===== src/rtl/light_package.sv =====
`default_nettype none
// ============================================================================
// Module   : light_package
// Purpose  : Shared types for the 3-street traffic light system: light colors,
//            lane indices and the five legal simultaneous-lane groups.
// Contents : colors, lane_e, NUM_LANES, GRP_* masks, set_is_legal()
// Revision : 1.0 - initial release
// ============================================================================
package light_package;

   typedef enum logic [1:0] {
      RED    = 2'd0,
      YELLOW = 2'd1,
      GREEN  = 2'd2
   } colors;

   typedef enum logic [2:0] {
      E_STR  = 3'd0,
      W_STR  = 3'd1,
      E_LEFT = 3'd2,
      W_LEFT = 3'd3,
      NS     = 3'd4
   } lane_e;

   localparam int NUM_LANES = 5;

   // Lane masks, bit position = lane_e value
   localparam logic [4:0] GRP_EW_STR   = 5'b00011;
   localparam logic [4:0] GRP_E_STR_LT = 5'b00101;
   localparam logic [4:0] GRP_W_STR_LT = 5'b01010;
   localparam logic [4:0] GRP_EW_LEFT  = 5'b01100;
   localparam logic [4:0] GRP_NS       = 5'b10000;

   // A set of non-red lanes is legal when empty or wholly inside one group
   function automatic logic set_is_legal(input logic [4:0] act);
      return (act == 5'b0)
          || ((act & ~GRP_EW_STR)   == 5'b0)
          || ((act & ~GRP_E_STR_LT) == 5'b0)
          || ((act & ~GRP_W_STR_LT) == 5'b0)
          || ((act & ~GRP_EW_LEFT)  == 5'b0)
          || ((act & ~GRP_NS)       == 5'b0);
   endfunction

endpackage
`default_nettype wire


===== src/rtl/intersection_queue_model_lane_queue.sv =====
`default_nettype none
// ============================================================================
// Module   : lane_queue
// Purpose  : One lane of the intersection model: saturating car queue plus
//            light-history tracking for sequence checking.
// Ports    : clk, reset          - clock, synchronous active-high reset
//            light, arrive       - current lane light, car arrival pulse
//            q, sensor           - queue depth, queue-nonzero sensor
//            dep                 - a car departs this cycle
//            overflow            - arrival dropped this cycle (queue full)
//            left_yellow         - light left yellow this cycle
//            seq_viol            - illegal transition / yellow length this cycle
// Revision : 1.0 - initial release
// ============================================================================
module lane_queue
   import light_package::*;
#(
   parameter int QW = 4
) (
   input  logic          clk,
   input  logic          reset,
   input  colors         light,
   input  logic          arrive,
   output logic [QW-1:0] q,
   output logic          sensor,
   output logic          dep,
   output logic          overflow,
   output logic          left_yellow,
   output logic          seq_viol
);

   localparam logic [QW-1:0] Q_MAX = '1;

   colors       prev_light;
   logic [1:0]  ycnt;        // consecutive yellow cycles up to previous cycle (saturates)
   logic        was_y;
   logic        is_y;

   always_comb begin
      dep         = (light == GREEN) && (q != '0);
      overflow    = arrive && !dep && (q == Q_MAX);
      was_y       = (prev_light == YELLOW);
      is_y        = (light == YELLOW);
      left_yellow = was_y && !is_y;
      seq_viol    = ((prev_light == RED)   && is_y)
                 || (was_y                 && (light == GREEN))
                 || ((prev_light == GREEN) && (light == RED))
                 || (was_y && is_y && (ycnt >= 2'd2))   // third yellow cycle
                 || (left_yellow && (ycnt == 2'd1));    // yellow lasted one cycle
   end

   always_ff @(posedge clk) begin
      if (reset) begin
         q          <= '0;
         prev_light <= RED;
         ycnt       <= 2'd0;
      end else begin
         // arrival with departure leaves q unchanged
         if (arrive && !dep && (q != Q_MAX))
            q <= q + 1'b1;
         else if (dep && !arrive)
            q <= q - 1'b1;
         prev_light <= light;
         if (is_y)
            ycnt <= (ycnt == 2'd3) ? 2'd3 : ycnt + 2'd1;
         else
            ycnt <= 2'd0;
      end
   end

   assign sensor = (q != '0);

endmodule
`default_nettype wire


===== config.mk =====
export PLATFORM = sky130hd
export DESIGN_NAME = lane_queue
export DESIGN_NICKNAME = d
export VERILOG_FILES = /design/src/rtl/light_package.sv /design/src/rtl/intersection_queue_model_lane_queue.sv
export SDC_FILE = /design/constraint.sdc
export NUM_CORES = 1
export LEC_CHECK = 0
export CAP_MARGIN = 10
export CELL_PAD_IN_SITES_DETAIL_PLACEMENT = 2
export CELL_PAD_IN_SITES_GLOBAL_PLACEMENT = 2
export CORE_AREA = 2 2 47 49
export CTS_CLUSTER_DIAMETER = 200
export CTS_CLUSTER_SIZE = 20
export DETAILED_ROUTE_END_ITERATION = 12
export DIE_AREA = 0 0 49 51
export PLACE_DENSITY = 0.86
export SLEW_MARGIN = 20
export SYNTH_ARGS = -nofsm -noshare
export SYNTH_HDL_FRONTEND = slang
export SYNTH_SLANG_ARGS = --single-unit

===== constraint.sdc =====
create_clock -name clk -period 4.2 [get_ports clk]
set_clock_uncertainty 0.15 [all_clocks]
set_input_delay 0.63 -clock clk [delete_from_list [all_inputs] [get_ports clk]]
set_output_delay 0.63 -clock clk [all_outputs]
set_load 0.01 [all_outputs]

==> results of run 1 <==
## where the power goes
group	switching, uW	total [uW]	leakage (uW)	internal (uW)
sequential	17.2	102	0.0000660	85.1
combinational	51.6	112	0.000171	60.4
clock	28.1	60.9	0.0000138	32.8
total	96.9	275	0.000251	178
## critical path, cell delays in order
cell and delay [ns]:
clkdlybuf4s50_1 0.52, nand2b_1 0.24, o21ai_0 0.13, a221oi_1 0.33, a21oi_1 0.07, clkdlybuf4s50_1 0.49
## area by class of cell
cell class / count / share of cell area [%]
Sequential cell: 8 / 23.2
Clock buffer: 3 / 3.26
Inverter: 1 / 0.543
Tap cell: 28 / 5.07
Timing Repair Buffer: 13 / 18.8
Multi-Input combinational cell: 47 / 49.1
## synth_stat cells (all sizes together)
master  count
buf         1
nor2        5
or3         2
nand2b      5
nor4        1
nor2b       3
and2        1
a21o        1
clkbuf      1
ha          2
xnor2       1
nor3        2
a21oi       5
a221oi      2
a21boi      1
nand4       1
fa          1
nand3       4
dfxtp       8
o21ai       2
inv         1
a21bo       1
mux2i       1
o211ai      2
nand2       2
nor3b       2
## layer usage
metal / GRT usage, % / wire (um) / vias up
met4: 8.57 / 12 / 0
met2: 21.0 / 717 / 8
met3: 2.05 / 38 / 2
met5: 0 / 0 / -
li1: - / - / 241
met1: 12.6 / 548 / 232
## placed cells by master (no fill, tap or decap), types with 2 or more instances in the layout
master           instances
a21oi_1                  4
clkbuf_4                 3
clkdlybuf4s50_1         13
dfxtp_1                  8
ha_1                     2
nand2_1                  2
nand2b_1                 5
nand3_1                  4
nor2_1                   5
nor2b_1                  3
nor3_1                   2
nor3b_1                  2
o21ai_0                  2
or3_1                    2
## logic make-up (layout without fill, tap and decap cells)
family	after synthesis	after routing	share of synthesized area (%)
mux	1	1	1.93
fa+ha+maj	3	3	8.70
flops	8	8	30.9
xor+xnor	1	1	1.69
simple gates	28	28	32.4
buf+inv	3	17	3.62
compound gates	14	14	20.8
## state kept, by name (all words and copies together), names as in the netlist
register    cells
q               4
prev_light      2
ycnt            2
## worst max-delay path by stage
stage	start	to	slack, ns	depth (start not counted)
finish	light[0]	seq_viol	1.01	6
global route	light[0]	seq_viol	0.89	6
CTS	light[0]	seq_viol	0.98	6
detailed placement	light[0]	seq_viol	0.97	6
global placement	light[0]	seq_viol	1.09	6
floorplan	light[0]	q[3]	1.97	7
## stage by stage
step | worst slack, ns | cells | hold WS (ns)
after floorplan | 1.97 | 58 | 0.304
after global placement | 1.09 | 97 | 0.312
after detailed placement | 0.973 | 97 | 0.329
after CTS | 0.979 | 100 | 0.348
after global routing | 0.885 | 100 | 0.358
final | 1.01 | 100 | 0.346
==> out/results.ini, run 1 <==
[placed_design]
gp_congestion=0.753
dp_hpwl_mm=1.02
portBuffers=13
placed_cell_area_um2=668

[timing]
rsz0062_at_grt=false
period_share_pct=76.0
tns_ns=0
period_needed_ns=3.19
setup_viol=0
max_freq_ghz=0.313
maxSlewHeadroom_pct=69.9
report.final.slew_viol_count=0
hold_violations=0
worst_pin_slew_ns=0.450

[worst_setup_path]
worst-setup-path-type=in -> out
ff2ff_path_depth=7
rr_endpoint=q[3]
crit_path_start_kind=primary input
arrival_ns=2.41
critical_path.max_fanout=6
regToRegSetupSlack_ns=1.86
worstPathRequired_ns=3.42
rr_startpoint=q[1]
crit_path_end_kind=output port

[die]
die_h_um=51
io_pins=14
core_mm2=0.00206
fp-row-count=17
fp.dieW_um=49
initial_core_util_pct=25.1
die_area_mm2=0.00250

[synth]
synth_area_per_cell_um2=8.93
syn_inst=58
synthTopCellsByArea=dfxtp_1, nand2b_1, ha_1
synth-seq-area-share_pct=30.9
netlist_area_um2=518
syn_nets=66
ys_seq_elements=8
synth_top_area_share_pct=30.9
synth.distinct_cells=29
yosysTopAreaCell=dfxtp_1
yosysWarnings=0

[final_layout]
final_cell_area_um2=691
insertedDiodeCount=0
syn_to_final_growth_pct=33.3
ff_latch_area_um2=160
drive_above_1_share_pct=9.72
fillCellCount=259
multiInputGateArea_um2=339
nets=82
utilization_pct=33.5

[grt]
first_global_vias=495
grt_overflow=0
grt.total_usage_pct=11.8
antenna_found_initial=0
grt_pass1_wl_mm=2.14
grt_max_degree=10

[route]
drc=0
ant_nets=0
avgRoutedWirePerCell_um=13.2
route.vias.total=483
drt_iter0_drc=4
vias_per_cell=4.83
dr.pass1.iters=2
drt-total-wl_mm=1.32

[clocking]
root_buffer=clkbuf_4
cts_buffers=3
clk_pin_slew_worst_paths_ns=0.05
clk_latency_ns=0.26
post_cts_resized=0
post-cts-setup-buffer-count=0
clock-sinks=8
max-clock-path-buffers=2
hold_buffers=0
cts_tree=built
htree_levels=1

[hold_path]
hold_depth=2
hp-class=reg -> reg
hp-start=ycnt[0]
whs_endpoint=ycnt[1]

[run]
drv_cap=0

[run_status]
status=completed

[power]
vdd.ir_drop.worst_mv=0.152
power.density_mw_per_mm2=399
power_uw=275
p_leak_uw=0.000251

Power figures use the tool's default switching activity.
==> inputs of run 2 (changes only) <==
--- a/config.mk
+++ b/config.mk
@@ -8,12 +8,12 @@
 export CAP_MARGIN = 10
 export CELL_PAD_IN_SITES_DETAIL_PLACEMENT = 2
 export CELL_PAD_IN_SITES_GLOBAL_PLACEMENT = 2
-export CORE_AREA = 2 2 47 49
+export CORE_AREA = 2 2 50 52
 export CTS_CLUSTER_DIAMETER = 200
 export CTS_CLUSTER_SIZE = 20
 export DETAILED_ROUTE_END_ITERATION = 12
-export DIE_AREA = 0 0 49 51
-export PLACE_DENSITY = 0.86
+export DIE_AREA = 0 0 52 54
+export PLACE_DENSITY = 0.81
 export SLEW_MARGIN = 20
 export SYNTH_ARGS = -nofsm -noshare
 export SYNTH_HDL_FRONTEND = slang
==> constraint.sdc (replaced) <==
create_clock -name clk -period 2.6 [get_ports clk]
set_clock_uncertainty 0.15 [all_clocks]
set_input_delay 0.39 -clock clk [delete_from_list [all_inputs] [get_ports clk]]
set_output_delay 0.39 -clock clk [all_outputs]
set_load 0.01 [all_outputs]
==> run 2 against run 1 <==
Hold slack got worse by 0.0058 ns. Critical endpoint is now overflow. Non-clock buffer count is 6 higher. Critical path type unchanged. Combinational power is 80% higher.
==> out/results.ini, run 2 (synthesis results as in run 1) <==
[run_status]
status=completed

[worst_setup_path]
crit_path_start_kind=primary input
critPathMostFrequentCell=clkdlybuf4s50_1
worst_path_max_delay_cell=clkdlybuf4s50_1
critical_path.max_fanout=5
crit_path_end_kind=output port
worstPathRequired_ns=2.06
crit_chain=clkdlybuf4s50_1, nand2b_1, buf_4, o21ai_1, nor2_1, clkdlybuf4s50_1
crit_family=buffers and inverters
worst-setup-path-type=in -> out
crit_buf_inv=3
critPathMaxStageDelay_ns=0.56
regToRegSetupSlack_ns=0.33
arrival_ns=1.94

[die]
die_area_mm2=0.00281
io_pins=14
core_mm2=0.00232
fp-row-count=18
fp.dieW_um=52
initial_core_util_pct=22.3
die_h_um=54

[route]
drc=0
drt-total-wl_mm=1.58
drt_iter0_drc=2
route.vias.total=503
ant_nets=0
dr.pass1.iters=3
vias_per_cell=4.66
avgRoutedWirePerCell_um=14.7

[final_layout]
largest_register_ffs=4
final_common_cell=clkdlybuf4s50_1
syn_to_final_growth_pct=42.3
final_cell_mix=clkdlybuf4s50_1, dfxtp_1, buf_4
top_regs=q (4), prev_light (2), ycnt (2)
largest_register=q
layoutNonFillerInstCount=108
drive_above_1_share_pct=16.7
final_cell_area_um2=737
nets=88
fillCellCount=275
insertedDiodeCount=0

[run]
drv_cap=0

[placed_design]
dp_hpwl_mm=1.23
gp_congestion=0.826
portBuffers=13
post-place-ws_ns=-0.0737
placed_cell_area_um2=708
dpl.cell_count=104

[timing]
max_freq_ghz=0.404
maxSlewHeadroom_pct=75.4
rsz0062_at_grt=false
hold_violations=0
setup_slack_ns=0.123
period_share_pct=95.3
setup_viol=0
worst_pin_slew_ns=0.368
report.final.slew_viol_count=0
period_needed_ns=2.48

[clocking]
htree_levels=1
cts_tree=built
clk_latency_ns=0.26
clk_pin_slew_worst_paths_ns=0.05
clock-sinks=8
root_buffer=clkbuf_4
cts_buffers=3
max-clock-path-buffers=2

[grt]
first_global_vias=573
antenna_found_initial=0
grt_max_degree=9
grt.total_usage_pct=13.7
grt_overflow=0
grt_pass1_wl_mm=2.77

[power]
swShare_pct=35.8
p_leak_uw=0.000282
power.share.clock_pct=21.3
p_int_uw=302
p_sw_uw=168
combPwrFrac_pct=43.0
seq_power_share_pct=35.7
power.density_mw_per_mm2=638
vdd.ir_drop.worst_mv=0.256
power_uw=471

[hold_path]
hp-class=reg -> reg

==> run 2: changes by cell type in the layout (fill, tap and decap cells not counted), sizes merged <==
cell,before,now
buf,0,6
dlygate4sd2,0,1
clkdlybuf4s50,13,12
==> run 2: power by group through the flow <==
| stage | logic, uW | clock network, uW | registers [uW] |
|---|---|---|---|
| 2_1_floorplan | 109 | 0 | 169 |
| 3_3_place_gp | 185 | 0 | 168 |
| 3_5_place_dp | 194 | 0 | 171 |
| 4_1_cts | 196 | 106 | 169 |
| 5_1_grt | 228 | 113 | 171 |
| 6_report | 202 | 100 | 168 |
==> run 2: timing repair <==
item,CTS,global route
gates resized for setup,1,1
buffers inserted,0,1
setup endpoints to repair,1,1
pin swaps,1,1
hold buffers,0,0
==> run 2: final timing paths <==
check / depth (start not counted) / endpoint / start
max: 6 / overflow / light[0]
min: 2 / ycnt[1] / ycnt[0]
max reg2reg: 7 / q[1] / q[3]
min reg2reg: 2 / ycnt[1] / ycnt[0]
==> run 2: through the flow <==
stage / hold slack (ns) / TNS [ns] / utilization, %
after floorplan: 0.304 / 0 / -
after detailed placement: 0.338 / -0.0737 / 30.5
after global placement: 0.311 / 0 / 30.5
final: 0.340 / 0 / 31.8
after global routing: 0.385 / 0 / 31.8
after CTS: 0.350 / 0 / 31.4
==> run 2: final cells by class <==
cell class | count | area (um2) | share of cell area (%)
repair buffers | 19 | 174 | 23.6
multi-input cells | 47 | 339 | 46.0
inverters | 1 | 3.75 | 0.509
clock buffers | 3 | 22.5 | 3.06
flip-flops and latches | 8 | 160 | 21.7
well taps | 30 | 37.5 | 5.09
==> run 2: worst reg2reg max path: cells and delay by family, from the launching register on <==
kind / cells / cell delay [ns]
adders and majority gates: 1 / 0.48
buffers and inverters: 2 / 0.37
DFF: 1 / 0.39
AOI/OAI and AO/OA: 3 / 0.44
and+or+nand+nor: 1 / 0.38
==> run 2: routing by layer <==
layer	vias up	global-route usage, %	part of all wire [%]
li1	250	-	-
met1	243	16.2	45
met2	8	23.8	51
met3	2	1.67	2.3
met4	0	7.89	1.2
met5	-	0	0
